$ cat config.mk
export PLATFORM = sky130hd
export DESIGN_NAME = integrate_dump_flat
export DESIGN_NICKNAME = d
export VERILOG_FILES = /design/src/rtl/integrate_dump_if.sv /design/src/rtl/integrate_dump.sv /design/src/flat_wrapper.sv
export SDC_FILE = /design/constraint.sdc
export NUM_CORES = 1
export LEC_CHECK = 0
export CAP_MARGIN = 20
export CORE_UTILIZATION = 25
export CTS_CLUSTER_SIZE = 14
export DETAILED_ROUTE_END_ITERATION = 6
export GPL_TIMING_DRIVEN = 1
export SLEW_MARGIN = 0
export SYNTH_ARGS = -nofsm -noshare
export SYNTH_HDL_FRONTEND = slang
export SYNTH_SLANG_ARGS = --single-unit
export TNS_END_PERCENT = 50
$ cat constraint.sdc
create_clock -name clk_i -period 5 [get_ports clk_i]
set_clock_uncertainty 0.1 [all_clocks]
set_input_delay 1 -clock clk_i [delete_from_list [all_inputs] [get_ports clk_i]]
set_output_delay 1 -clock clk_i [all_outputs]
set_load 0.005 [all_outputs]
$ cat src/rtl/integrate_dump_if.sv
// Sample/result bundle between the sum filter, the integrate-and-dump stage and
// the slow-rate consumer. The master drives samples and controls; the slave returns results.
interface integrate_dump_if #(
    parameter int WIDTH     = 16,
    parameter int ACC_WIDTH = 32,
    parameter int CNT_WIDTH = 16
);
    logic signed [WIDTH-1:0]     data_i;
    logic                        en_i;
    logic                        clear_i;
    logic [CNT_WIDTH-1:0]        ratio_i;
    logic [4:0]                  shift_i;

    logic signed [WIDTH-1:0]     data_o;
    logic signed [ACC_WIDTH-1:0] sum_o;
    logic                        valid_o;
    logic                        sat_o;
    logic                        overflow_o;

    modport master (
        output data_i, en_i, clear_i, ratio_i, shift_i,
        input  data_o, sum_o, valid_o, sat_o, overflow_o
    );

    modport slave (
        input  data_i, en_i, clear_i, ratio_i, shift_i,
        output data_o, sum_o, valid_o, sat_o, overflow_o
    );
endinterface

$ cat src/rtl/integrate_dump.sv
// Decimating integrate-and-dump: sums N enabled signed samples, then emits the raw
// sum plus a shifted, saturated copy with a one-cycle valid strobe.
module integrate_dump #(
    parameter int WIDTH     = 16,
    parameter int ACC_WIDTH = 32,
    parameter int CNT_WIDTH = 16
) (
    input  logic             clk_i,
    input  logic             rst_i,
    integrate_dump_if.slave  bus
);

    localparam logic signed [WIDTH-1:0] OUT_MAX = {1'b0, {(WIDTH-1){1'b1}}};
    localparam logic signed [WIDTH-1:0] OUT_MIN = {1'b1, {(WIDTH-1){1'b0}}};

    logic signed [ACC_WIDTH-1:0] acc_reg, acc_next;
    logic [CNT_WIDTH-1:0]        cnt_reg, cnt_next;
    logic [CNT_WIDTH-1:0]        ratio_q_reg, ratio_q_next;
    logic signed [WIDTH-1:0]     data_reg, data_next;
    logic signed [ACC_WIDTH-1:0] sum_reg, sum_next;
    logic                        valid_reg, valid_next;
    logic                        sat_reg, sat_next;
    logic                        ovf_reg, ovf_next;

    logic [CNT_WIDTH-1:0]        ratio_in;
    logic [CNT_WIDTH-1:0]        ratio_eff;
    logic signed [ACC_WIDTH-1:0] sample_ext;
    logic signed [ACC_WIDTH-1:0] sum_nxt;
    logic signed [ACC_WIDTH-1:0] shifted;
    logic [ACC_WIDTH-WIDTH:0]    upper_bits;
    logic                        in_range;
    logic signed [WIDTH-1:0]     clamped;
    logic                        add_ovf;
    logic                        last_sample;

    generate
        if (ACC_WIDTH > WIDTH) begin : g_sext
            assign sample_ext = {{(ACC_WIDTH-WIDTH){bus.data_i[WIDTH-1]}}, bus.data_i};
        end else begin : g_same
            assign sample_ext = bus.data_i;
        end
    endgenerate

    // A ratio of 0 behaves as 1; the live input only matters on the first sample of a frame.
    assign ratio_in    = (bus.ratio_i == '0) ? CNT_WIDTH'(1) : bus.ratio_i;
    assign ratio_eff   = (cnt_reg == '0) ? ratio_in : ratio_q_reg;
    assign last_sample = (cnt_reg == ratio_eff - CNT_WIDTH'(1));

    assign sum_nxt = acc_reg + sample_ext;
    assign add_ovf = (acc_reg[ACC_WIDTH-1] == sample_ext[ACC_WIDTH-1]) &&
                     (sum_nxt[ACC_WIDTH-1] != acc_reg[ACC_WIDTH-1]);

    // The scaled value fits the output only if every bit above the output sign bit matches it.
    assign shifted    = sum_nxt >>> bus.shift_i;
    assign upper_bits = shifted[ACC_WIDTH-1:WIDTH-1];
    assign in_range   = (&upper_bits) | ~(|upper_bits);
    assign clamped    = in_range ? shifted[WIDTH-1:0]
                                 : (shifted[ACC_WIDTH-1] ? OUT_MIN : OUT_MAX);

    always_comb begin
        acc_next     = acc_reg;
        cnt_next     = cnt_reg;
        ratio_q_next = ratio_q_reg;
        data_next    = data_reg;
        sum_next     = sum_reg;
        valid_next   = 1'b0;
        sat_next     = sat_reg;
        ovf_next     = ovf_reg;

        if (bus.clear_i) begin
            acc_next = '0;
            cnt_next = '0;
            ovf_next = 1'b0;
        end else if (bus.en_i) begin
            if (add_ovf) begin
                ovf_next = 1'b1;
            end
            if (cnt_reg == '0) begin
                ratio_q_next = ratio_in;
            end
            if (last_sample) begin
                sum_next   = sum_nxt;
                data_next  = clamped;
                sat_next   = ~in_range;
                valid_next = 1'b1;
                acc_next   = '0;
                cnt_next   = '0;
            end else begin
                acc_next = sum_nxt;
                cnt_next = cnt_reg + CNT_WIDTH'(1);
            end
        end
    end

    always_ff @(posedge clk_i or posedge rst_i) begin
        if (rst_i) begin
            acc_reg     <= '0;
            cnt_reg     <= '0;
            ratio_q_reg <= CNT_WIDTH'(1);
            data_reg    <= '0;
            sum_reg     <= '0;
            valid_reg   <= 1'b0;
            sat_reg     <= 1'b0;
            ovf_reg     <= 1'b0;
        end else begin
            acc_reg     <= acc_next;
            cnt_reg     <= cnt_next;
            ratio_q_reg <= ratio_q_next;
            data_reg    <= data_next;
            sum_reg     <= sum_next;
            valid_reg   <= valid_next;
            sat_reg     <= sat_next;
            ovf_reg     <= ovf_next;
        end
    end

    assign bus.data_o     = data_reg;
    assign bus.sum_o      = sum_reg;
    assign bus.valid_o    = valid_reg;
    assign bus.sat_o      = sat_reg;
    assign bus.overflow_o = ovf_reg;

endmodule

$ cat src/flat_wrapper.sv
// flat-port wrapper written by rule: the top's interface ports become plain ports
module integrate_dump_flat 
#(
    parameter int WIDTH     = 16,
    parameter int ACC_WIDTH = 32,
    parameter int CNT_WIDTH = 16
)
  (clk_i, rst_i, bus_data_i, bus_en_i, bus_clear_i, bus_ratio_i, bus_shift_i, bus_data_o, bus_sum_o, bus_valid_o, bus_sat_o, bus_overflow_o);
  integrate_dump_if #(.WIDTH(WIDTH), .ACC_WIDTH(ACC_WIDTH), .CNT_WIDTH(CNT_WIDTH)) bus_i ();
  input  logic clk_i;
  input  logic rst_i;
  input wire logic [$bits(bus_i.data_i)-1:0] bus_data_i;
  input wire logic [$bits(bus_i.en_i)-1:0] bus_en_i;
  input wire logic [$bits(bus_i.clear_i)-1:0] bus_clear_i;
  input wire logic [$bits(bus_i.ratio_i)-1:0] bus_ratio_i;
  input wire logic [$bits(bus_i.shift_i)-1:0] bus_shift_i;
  output wire logic [$bits(bus_i.data_o)-1:0] bus_data_o;
  output wire logic [$bits(bus_i.sum_o)-1:0] bus_sum_o;
  output wire logic [$bits(bus_i.valid_o)-1:0] bus_valid_o;
  output wire logic [$bits(bus_i.sat_o)-1:0] bus_sat_o;
  output wire logic [$bits(bus_i.overflow_o)-1:0] bus_overflow_o;
  assign bus_i.data_i = bus_data_i;
  assign bus_i.en_i = bus_en_i;
  assign bus_i.clear_i = bus_clear_i;
  assign bus_i.ratio_i = bus_ratio_i;
  assign bus_i.shift_i = bus_shift_i;
  assign bus_data_o = bus_i.data_o;
  assign bus_sum_o = bus_i.sum_o;
  assign bus_valid_o = bus_i.valid_o;
  assign bus_sat_o = bus_i.sat_o;
  assign bus_overflow_o = bus_i.overflow_o;
  integrate_dump #(.WIDTH(WIDTH), .ACC_WIDTH(ACC_WIDTH), .CNT_WIDTH(CNT_WIDTH)) u_core (.clk_i(clk_i), .rst_i(rst_i), .bus(bus_i));
endmodule
# Word-level counts from Yosys, hierarchy flattened
# Index checks and enable logic that the tools add are counted.
[op_classes] n_addsub=3 multipliers=0 div_mod_pow=0 order_cmp=0 n_eq_ne=3 n_shift=1 muxes=16 bitwise_logic=4 n_reduce_logical=10
[ops] cell="$mux 16" n=7
[ops] cell="$mux 32" n=3
[ops] cell="$add 32x16->32" n=1
[ops] cell="$logic_not 16->1" n=2
[ops] cell="$sshr 32x5->32" n=1
[ops] cell="$reduce_and 17->1" n=1
[ops] cell="$reduce_or 17->1" n=1
[ops] cell="$add 16x1->16 const B" n=1
[ops] cell="$eq 16x16->1" n=1
[ops] cell="$sub 16x1->16 const B" n=1
[ops] cell="$mux 1" n=6
[ops] cell="$reduce_and 2->1" n=2
[ops] cell="$reduce_bool 2->1" n=2
[ops] cell="$not 1->1" n=3
[ops] cell="$reduce_and 3->1" n=1
[ops] cell="$eq 1x1->1" n=1
[ops] cell="$logic_and 1x1->1" n=1
[ops] cell="$ne 1x1->1" n=1
[ops] cell="$or 1x1->1" n=1
[totals] ff_bits=115 latchBits=0 ram_bits=0 rom_bits=0 inputBits=41 out_inout_bits=51 word_cells=45 memories=0

# Longest topological paths before layout
[depth] depth_word=8 mapped_depth=20 depth_no_buf=17

# Least setup slack after synthesis
# OpenSTA, ideal clock, no wires.
[synth_path] path_kind="input -> register" start="input bus_data_i[0]" end="register u_core.data_reg[1], in the netlist u_core.bus.data_o[1]" setup_ns=0.074 arrival_time_ns=4.638 required_ns=4.826 setup_slack_ns=0.188 stages=17 n_path_buf=1 path_cell_list="ha_1 inv_1 fa_1 nand2b_1 a21oi_1 o21a_1 o21ai_0 a31o_1 nor2_1 o32ai_1 a2111o_1 or4b_1 a21oi_1 nand4_2 a31o_4 buf_6 o21ai_2"
[synth_via] elab_chain_len=6 word_cells_on_any_way=8 classes_between="1 x add/sub; 1 x shift; 2 x mux; 2 x bitwise; 2 x reduce/logical"
[synth_rtl] item="start: declaration" line_no="flat_wrapper.sv:12" rtl="input wire logic [$bits(bus_i.data_i)-1:0] bus_data_i;"
[synth_rtl] item="$add 32x16->32 *" line_no="integrate_dump.sv:49" rtl="assign sum_nxt = acc_reg + sample_ext;"
[synth_rtl] item="$sshr 32x5->32 *" line_no="integrate_dump.sv:54" rtl="assign shifted = sum_nxt >>> bus.shift_i;"
[synth_rtl] item="$reduce_or 17->1" line_no="integrate_dump.sv:56" rtl="assign in_range = (&upper_bits) | ~(|upper_bits);"
[synth_rtl] item="$not 1->1" line_no="integrate_dump.sv:56"
[synth_rtl] item="$or 1x1->1" line_no="integrate_dump.sv:56"
[synth_rtl] item="$mux 16 *" line_no="integrate_dump.sv:57" rtl="assign clamped = in_range ? shifted[WIDTH-1:0]"
[synth_rtl] item="end signal: assignment" line_no="integrate_dump.sv:109" rtl="data_reg <= data_next;"
[synth_rtl] item="end: declaration" line_no="integrate_dump.sv:19" rtl="logic signed [WIDTH-1:0] data_reg, data_next;"
# Every way passes the cells marked *; elsewhere a longest branch is shown, timed or not.
# A chain may end at the register's enable or synchronous reset.

# Worst setup path in the final report
[layout_path] start="input bus_data_i[7]" end="register u_core.sat_reg, in the netlist u_core.bus.sat_o"
[layout_via] elab_chain_len=6 word_cells_on_any_way=7 classes_between="1 x add/sub; 1 x shift; 3 x bitwise; 2 x reduce/logical"
[layout_rtl] item="$add 32x16->32 *" line_no="integrate_dump.sv:49"
[layout_rtl] item="$sshr 32x5->32 *" line_no="integrate_dump.sv:54"
[layout_rtl] item="$reduce_or 17->1" line_no="integrate_dump.sv:56"
[layout_rtl] item="$not 1->1" line_no="integrate_dump.sv:56"
[layout_rtl] item="$or 1x1->1 *" line_no="integrate_dump.sv:56"
[layout_rtl] item="$not 1->1 *" line_no="integrate_dump.sv:84" rtl="sat_next = ~in_range;"
[layout_rtl] item="end signal: assignment" line_no="integrate_dump.sv:112" rtl="sat_reg <= sat_next;"
[layout_rtl] item="end: declaration" line_no="integrate_dump.sv:22" rtl="logic sat_reg, sat_next;"
# Marked as above.

==> summary.txt <==
Floorplanning
  • IO Count: 92
  • Height of the die: 201 um
  • Effective utilization at floorplan: 0.255
  • Std-Cell Rows: 72
  • Core area: 0.0388 mm2
  • Die ar.: 0.0404 mm2
  • Die span in x: 201 um

Hold path
  • Kind of path behind the tightest hold check: flip-flop to flip-flop

Worst setup path
  • Launching element type of the critical path: input port
  • Critical Path AT: 5.09 ns
  • Ordered list of cells on the worst path: clkdlybuf4s50_1 -> ha_4 -> nand4_2 -> nor4_4 -> a22oi_2 -> buf_4 -> o211ai_4 -> a21oi_4 -> xnor2_4 -> o32ai_2 -> a2111o_1 -> or4b_1 -> a21oi_2 -> nand4_4 -> and2_4 -> mux2_2
  • Biggest fanout along the worst timing path: 5
  • Type of element capturing the critical path: flip-flop
  • CP required: 5.21 ns
  • Slowest cell on the critical path: sky130_fd_sc_hd__or4b_1
  • Longest individual stage delay on the worst path: 0.56 ns
  • Critical path class: input port to flip-flop

Detailed routing
  • Number of iterations in the first detailed-routing pass: 5
  • Vias after detailed routing: 10,632
  • Vias per inst: 5.21
  • Final routed wirelength across all metal layers: 38.4 mm
  • Detail-routed net length per standard cell: 18.8 um
  • Remaining DRCs: 0
  • Violation count after the first detailed-routing iteration: 733
  • Post-DRT Antenna Nets: 0

Outcome
  • Status: complete, no violations

STA
  • Max-slew headroom: 0.289
  • Final setup violation count: 0
  • Actual transition at the worst max-transition pin: 1.06 ns
  • Worst Hold Slack: 0.380 ns
  • Final Max Slew Viols: 0
  • Final Cycle Share: 0.974
  • Period minus WS final: 4.87 ns
  • Final-report hold violation count: 0
  • Highest achievable clock rate: 205 MHz
  • Worst Slack Setup Final: 0.128 ns

Synthesis
  • Ys flop type: sky130_fd_sc_hd__dfrtp_1
  • Number of enable flip-flop cells after synthesis: 0
  • Dominant cell by count in the synthesized netlist: sky130_fd_sc_hd__nand2_1
  • Cells taking the most area after synthesis: sky130_fd_sc_hd__dfrtp_1 (29%), sky130_fd_sc_hd__o21ai_0 (5.8%), sky130_fd_sc_hd__nand2_1 (5.7%)
  • Yosys top cell by area: sky130_fd_sc_hd__dfrtp_1
  • Total of flip-flops plus latches after synthesis: 115
  • Most frequent cells after synthesis: sky130_fd_sc_hd__nand2_1 (151), sky130_fd_sc_hd__dfrtp_1 (114), sky130_fd_sc_hd__o21ai_0 (114)
  • Netlist cell types: 96
  • Fraction of registers with async set or reset after synthesis: 1.00
  • Post-synthesis area per instance: 8.33 um2
  • Share of the yosys chip area belonging to registers: 0.291
  • Mapped Nets: 1,266
  • Number of warning messages in the yosys log: 0
  • Syn Inst Count: 1,190
  • Cell area after technology mapping: 0.00991 mm2
  • Top-area cell type share of the netlist area: 0.288

Run
  • Max-cap check violation count: 0

Power and ir drop
  • Cell-internal power: 2.93 mW
  • Max VDD drop: 0.247 mV
  • Portion of total power attributed to combinational logic: 0.534
  • Switching share of power: 0.399
  • Overall power: 4.88 mW
  • Power share of the sequential group: 0.221
  • Static Leakage: 6.24 nW
  • Pwr/cell area: 337 mW/mm2
  • Sw Pwr: 1.94 mW
  • Clock network fraction of total power: 0.245

Clock network
  • Clock insertion delay at the later pin of the skew report: 0.44 ns
  • Clock transition at the registers of the reported paths: 0.05 ns
  • Clock Tree Root: sky130_fd_sc_hd__clkbuf_16
  • CTS buffer count: 17
  • Maximum root-to-sink buffer count: 2
  • CTS tree: yes
  • # clock sinks: 115
  • Number of H-tree levels: 4

Final layout
  • Number of inserted filler cells in the final layout: 3,944
  • Fraction of final layout cells with drive strength greater than 1: 0.326
  • Post-layout nets: 1,587
  • Count of placed standard cells in the final layout, fillers left out: 2,041
  • Area of the multi-input gates: 0.00719 mm2
  • Ant diodes: 0
  • Layout Area Growth over Synthesis: 46.2%
  • Total area of sequential cells: 0.00288 mm2

Global route
  • First-pass GRT wire length: 59.6 mm
  • GRT Total Usage: 0.189
  • Initial antenna violation count: 0
  • Global-route congestion overflow total: 0
  • Via count of the first global-routing pass: 10,329
  • Pin count of the biggest net entering global routing: 49

Placed design
  • Count of buffers from port buffering: 91
  • Worst slack, placed: -0.694 ns
  • Total half-perimeter wirelength after legalization and detailed placement: 29.9 mm
  • GPL Wtd Cong: 0.942
  • Number of placed cells counting well taps: 1,995
==> power groups by stage <==
| stage | Sequential [mW] | Combinational, mW | Clock, mW |
|---|---|---|---|
| after floorplan | 1.06 | 1.23 | 0 |
| after global placement | 1.08 | 2.36 | 0 |
| after detailed placement | 1.08 | 2.37 | 0 |
| after CTS | 1.07 | 2.44 | 1.22 |
| after global routing | 1.09 | 2.79 | 1.26 |
| final | 1.08 | 2.60 | 1.19 |
==> per-layer routing <==
metal,wire length (um),vias to the layer above,global-route usage,part of all wire
met5,0,-,0,0
met4,1010,0,0.0608,0.026
met3,1920,48,0.0333,0.050
met2,18200,323,0.310,0.47
met1,17300,5153,0.250,0.45
li1,-,5108,-,-
==> per-stage QoR <==
step | area (um2) | setup TNS, ns | util
6_report | 14500 | 0 | 0.373
4_1_cts | 14000 | 0 | 0.360
3_3_place_gp | 13200 | -10.28 | 0.341
2_1_floorplan | 9910 | 0 | -
5_1_grt | 14500 | -0.0235 | 0.373
3_5_place_dp | 13200 | -9.94 | 0.341
==> logic make-up after synthesis <==
kind of cell | Yosys count | synth area share
xor+xnor | 49 | 0.0452
fa+ha+maj | 35 | 0.0450
mux | 80 | 0.0933
flops | 115 | 0.291
compound gates | 407 | 0.285
buf+inv | 98 | 0.0428
simple gates | 406 | 0.199
==> area by class of cell <==
| cell class | instances | share of cell area |
|---|---|---|
| multi-input cells | 978 | 0.496 |
| repair buffers | 378 | 0.216 |
| flip-flops and latches | 115 | 0.199 |
| well taps | 518 | 0.0447 |
| clock buffers | 18 | 0.0303 |
| clock inverters | 13 | 0.00864 |
| inverters | 21 | 0.00561 |
==> worst paths after layout <==
kind                                            from                     to  slack, ns  cells after the start
worst min register to register  u_core.bus.sum_o[20]   u_core.bus.sum_o[20]       0.38                      2
worst max-delay path                   bus_data_i[7]       u_core.bus.sat_o       0.13                     16
min in group asynchronous                      rst_i     u_core.bus.valid_o       0.83                      2
worst max register to register     u_core.cnt_reg[0]  u_core.bus.data_o[12]       0.53                     17
max in group asynchronous                      rst_i     u_core.acc_reg[25]       3.01                      3
worst min-delay path            u_core.bus.sum_o[20]   u_core.bus.sum_o[20]       0.38                      2
==> cell usage in the layout (no fill, tap or decap), types with 6 or more instances in the layout <==
master / count
sky130_fd_sc_hd__ha_1: 17
sky130_fd_sc_hd__mux2_2: 36
sky130_fd_sc_hd__dfrtp_1: 114
sky130_fd_sc_hd__nand4_1: 16
sky130_fd_sc_hd__or3_1: 12
sky130_fd_sc_hd__and2_1: 6
sky130_fd_sc_hd__a21o_1: 11
sky130_fd_sc_hd__o21a_1: 10
sky130_fd_sc_hd__mux2i_1: 35
sky130_fd_sc_hd__a211oi_1: 14
sky130_fd_sc_hd__xnor2_1: 30
sky130_fd_sc_hd__o21ai_0: 101
sky130_fd_sc_hd__nor2_1: 95
sky130_fd_sc_hd__nand2_1: 149
sky130_fd_sc_hd__nand3_1: 17
sky130_fd_sc_hd__buf_4: 282
sky130_fd_sc_hd__a22o_1: 18
sky130_fd_sc_hd__clkbuf_16: 18
sky130_fd_sc_hd__nor4_1: 6
sky130_fd_sc_hd__nor3_1: 24
sky130_fd_sc_hd__o21ai_2: 12
sky130_fd_sc_hd__xor2_1: 16
sky130_fd_sc_hd__o211ai_1: 20
sky130_fd_sc_hd__inv_1: 18
sky130_fd_sc_hd__a21oi_2: 13
sky130_fd_sc_hd__ha_4: 14
sky130_fd_sc_hd__and3_1: 19
sky130_fd_sc_hd__a21oi_1: 74
sky130_fd_sc_hd__clkdlybuf4s50_1: 82
sky130_fd_sc_hd__nand2b_1: 7
sky130_fd_sc_hd__a211o_1: 7
sky130_fd_sc_hd__mux4_2: 6
sky130_fd_sc_hd__o21ai_1: 20
==> what timing repair did <==
action	in CTS	in global routing
cloned	1	1
endpoints found under the setup margin	16	16
gates resized for setup	33	86
pin swaps	11	25
hold buffers	0	0
setup buffers	4	9
hold endpoints to repair	0	0
==> worst max-delay path: cells and delay by family <==
family | cells | cell delay [ns]
compound gates | 6 | 1.24
xor+xnor | 1 | 0.23
fa+ha+maj | 1 | 0.33
buf+inv | 2 | 0.66
mux | 1 | 0.25
simple gates | 5 | 1.37
No activity file was read; power rests on OpenSTA's default activity.
==> edit 1, RTL diff (same flow settings) <==
`WIDTH` is set to 16 in 3 places; all go to 12.
--- a/src/rtl/integrate_dump_if.sv
+++ b/src/rtl/integrate_dump_if.sv
@@ -1,7 +1,7 @@
 // Sample/result bundle between the sum filter, the integrate-and-dump stage and
 // the slow-rate consumer. The master drives samples and controls; the slave returns results.
 interface integrate_dump_if #(
-    parameter int WIDTH     = 16,
+    parameter int WIDTH     = 12,
     parameter int ACC_WIDTH = 32,
     parameter int CNT_WIDTH = 16
 );
--- a/src/rtl/integrate_dump.sv
+++ b/src/rtl/integrate_dump.sv
@@ -1,7 +1,7 @@
 // Decimating integrate-and-dump: sums N enabled signed samples, then emits the raw
 // sum plus a shifted, saturated copy with a one-cycle valid strobe.
 module integrate_dump #(
-    parameter int WIDTH     = 16,
+    parameter int WIDTH     = 12,
     parameter int ACC_WIDTH = 32,
     parameter int CNT_WIDTH = 16
 ) (
--- a/src/flat_wrapper.sv
+++ b/src/flat_wrapper.sv
@@ -1,7 +1,7 @@
 // flat-port wrapper written by rule: the top's interface ports become plain ports
 module integrate_dump_flat 
 #(
-    parameter int WIDTH     = 16,
+    parameter int WIDTH     = 12,
     parameter int ACC_WIDTH = 32,
     parameter int CNT_WIDTH = 16
 )
Interface: changed (resized bus_data_i and bus_data_o); port bits go from 92 to 84. No check against the original RTL was run, so the function may have changed too.
==> edit 1 against the original RTL <==
  * The run now ends with setup timing left
  * Setup slack lost 0.18 ns
  * Cell count grew 5.1%
  * Critical path type unchanged
  * Non-clock buffer count grew 63
  * Hold slack lost 0.0094 ns
  * Critical endpoint is now u_core.bus.data_o[7]
  * Cell area grew 7.4%
  * Sequential cell count shrank 4
  * Wire length grew 7.9%
  * Synthesized area grew 0.53%
  * Synthesized cell count grew 5.3%
  * Largest cell class unchanged
  * Total power shrank 0.84%
==> edit 1: results (changes against the original RTL) <==
- Status: finished, violations left
- Violated checks: setup timing
- # H-tree levels: 3 (-1)
- HPWL Detailed: 30.8 mm (+2.9%)
- Clock-pin slew on the worst setup and hold paths: 0.09 ns (+0.04 ns)
- Detailed route wirelength on metal3: 2.36 mm (+23%)
- Syn_area_per_cell: 7.95 sq um (-4.5%)
- Share of cells above drive strength 1: 37.8% (+5.3 points)
- Crit path DAT: 5.25 ns (+0.16 ns)
- Die Width: 202 um (+0.26%)
- Hold_sp: u_core.bus.sum_o[21]
- Met2 usage: 32.6% (+1.6 points)
- Iteration-0 DRC Markers: 1,022 (+39%)
- Post-CTS sizing: 140 (+320%)
- Slowest-stage cell, CP: mux4_2
- Worst setup slack after layout: -0.0543 ns (-0.182 ns)
- Met3 Track Usage GR: 1.91% (-1.4 points)
- Via count: 11,700 (+10%)
- Final setup viols: 10 (+10)
- Final hold slack: 0.370 ns (-0.00943 ns)
- Largest net degree at the start of global routing: 50 (+2.0%)
- Critical Path Source: bus_data_i[9]
- GRT Overall Usage: 19.5% (+0.64 points)
- Gpl congestion: 0.966 (+2.5%)
- Sequential share of the synthesized area: 27.9% (-1.2 points)
- Post-Route M1 WL: 18.3 mm (+6.0%)
- Post-CTS setup buffers: 40 (+36)
- Lkg Pwr: 0.00658 uW (+5.5%)
- Top post-synthesis cells by area: dfrtp_1 28%, nand2_1 7.2%, o21ai_0 5.1%, a21oi_1 4.3%, ha_1 4.3%
[edit 1: cell types whose count changed after synthesis, moves of 6 or more]
| cell | delta |
|---|---|
| a22oi_2 | +8 |
| and4_1 | +6 |
| o21a_1 | +10 |
| mux2_2 | -19 |
| xnor2_1 | -8 |
| o21ai_2 | -10 |
| nand4_1 | +10 |
| nand2_1 | +41 |
| and2_1 | +8 |
| a211oi_1 | +7 |
| a31oi_1 | +6 |
| o21ai_0 | -12 |
[edit 1: layout make-up]
class                   instances  area (sq um)
clock buffers                  10           229
clock inverters                 6          91.3
fillers                      3837         23400
inverters                      26           105
multi-input cells            1034          7980
flip-flops and latches        111          2780
well taps                     518           648
repair buffers                441          3730
[edit 1: power groups by stage]
stage / Combinational, uW / Sequential, uW / Clock (uW)
after global placement: 2320 / 1040 / 0
after detailed placement: 2340 / 1040 / 0
after floorplan: 1220 / 1020 / 0
after CTS: 2590 / 1040 / 844
final: 2960 / 1050 / 830
after global routing: 3130 / 1050 / 870
==> edit 2, RTL diff (same settings) <==
Made on the original files. Make the reset (`rst_i`) synchronous in one clocked block.
--- a/src/rtl/integrate_dump.sv
+++ b/src/rtl/integrate_dump.sv
@@ -92,7 +92,7 @@
         end
     end
 
-    always_ff @(posedge clk_i or posedge rst_i) begin
+    always_ff @(posedge clk_i) begin
         if (rst_i) begin
             acc_reg     <= '0;
             cnt_reg     <= '0;
Behaviour: not the same (a bounded check fails within 4 cycles, from zero or initial values and one cycle with rst_i high; the reset may be asserted at any time).
==> edit 2 against the original RTL <==
  * Hold slack worse by 0.024 ns
  * Wire length fell by 8.2%
  * Cell count rose by 2.1%
  * Setup slack gained 0.034 ns
  * First-iteration DRC count decreased by 16%
  * Core utilization shrank 0.99 points
  * Synthesized cell count grew 6.1%
  * Synthesized area down 3.9%
  * Sequential cell count unchanged
  * Register-to-register slack got worse by 0.18 ns
  * Count of clock-buffer cells in the layout stayed put
  * Cell area shrank 5.8%
Power is not compared: it rests on default switching activity, and its combinational part moved more than twofold at a synthesized area within 25%.
==> edit 2: results (changes against the original RTL) <==
- Status: finished clean
- GRT Overall Usage: 18.3% (-0.58 points)
- Slew at the pin with the worst max-slew slack: 0.933 ns (-0.129 ns)
- HPWL Detailed: 27.3 mm (-8.7%)
- Ys async rst share: 0% (-100 points)
- Vias per cell: 5.07 (-2.7%)
- Hold Path Sink: u_core.ratio_q_reg[14]
- # fillers: 3,987 (+1.1%)
- Share of cells above drive strength 1: 24.9% (-7.6 points)
- Reg-to-reg startpoint: u_core.cnt_reg[1]
- Top post-synthesis cells by count: 167 x nand2_1, 134 x nor2_1, 117 x a21oi_1, 115 x dfxtp_1, 76 x o21ai_0
- Post-synthesis mux area share: 9.58% (+0.25 points)
- Hold_sp: u_core.ratio_q_reg[14]
- Synth Area in Adders: 4.68% (+0.18 points)
- Worst reg2reg path endpoint: u_core.bus.data_o[4]
- Top post-synthesis cells by area: dfxtp_1 24%, mux2i_1 6.6%, nand2_1 6.6%, a21oi_1 6.1%, nor2_1 5.3%
- Cell family with most CP delay: compound AO/OA/AOI/OAI gates
- Gpl congestion: 0.935 (-0.74%)
- Critical Path Source: bus_data_i[12]
- Routed len/inst: 16.9 um (-10%)
- Synth unique cells: 95 (-1.0%)
- Crit path capture: u_core.bus.data_o[11]
- Iteration-0 DRC Markers: 617 (-16%)
- Post-CTS setup buffers: 2 (-2)
- Nets: 1,635 (+3.0%)
-- edit 2: metal layers --
| layer | vias to the layer above | global-route usage (%) | share of wire, % |
|---|---|---|---|
| li1 | 5235 | - | - |
| met1 | 5031 | 23.7 | 47 |
| met2 | 242 | 30.5 | 47 |
| met3 | 52 | 3.36 | 3.7 |
| met4 | 0 | 5.83 | 2.3 |
| met5 | - | 0 | 0 |
-- edit 2: final cells by class --
class	count	area [sq um]	share of cell area [%]
multi-input combinational	1039	6930	50.8
tap	511	639	4.68
timing repair buffer	365	3060	22.4
clock inverter	14	199	1.46
inverter	21	78.8	0.578
sequential	115	2300	16.9
clock buffer	18	439	3.22
-- edit 2: per-stage QoR --
stage	hold WS [ns]	instances	total power, uW	instance area (sq um)	setup WS (ns)
global placement	0.342	2038	2000	12700	-0.509
detailed placement	0.346	2038	2010	12700	-0.515
CTS	0.355	2072	3390	13400	0.0108
global route	0.377	2083	3570	13600	-0.00482
finish	0.355	2083	3400	13600	0.162
floorplan	0.336	1262	1530	9520	0.159
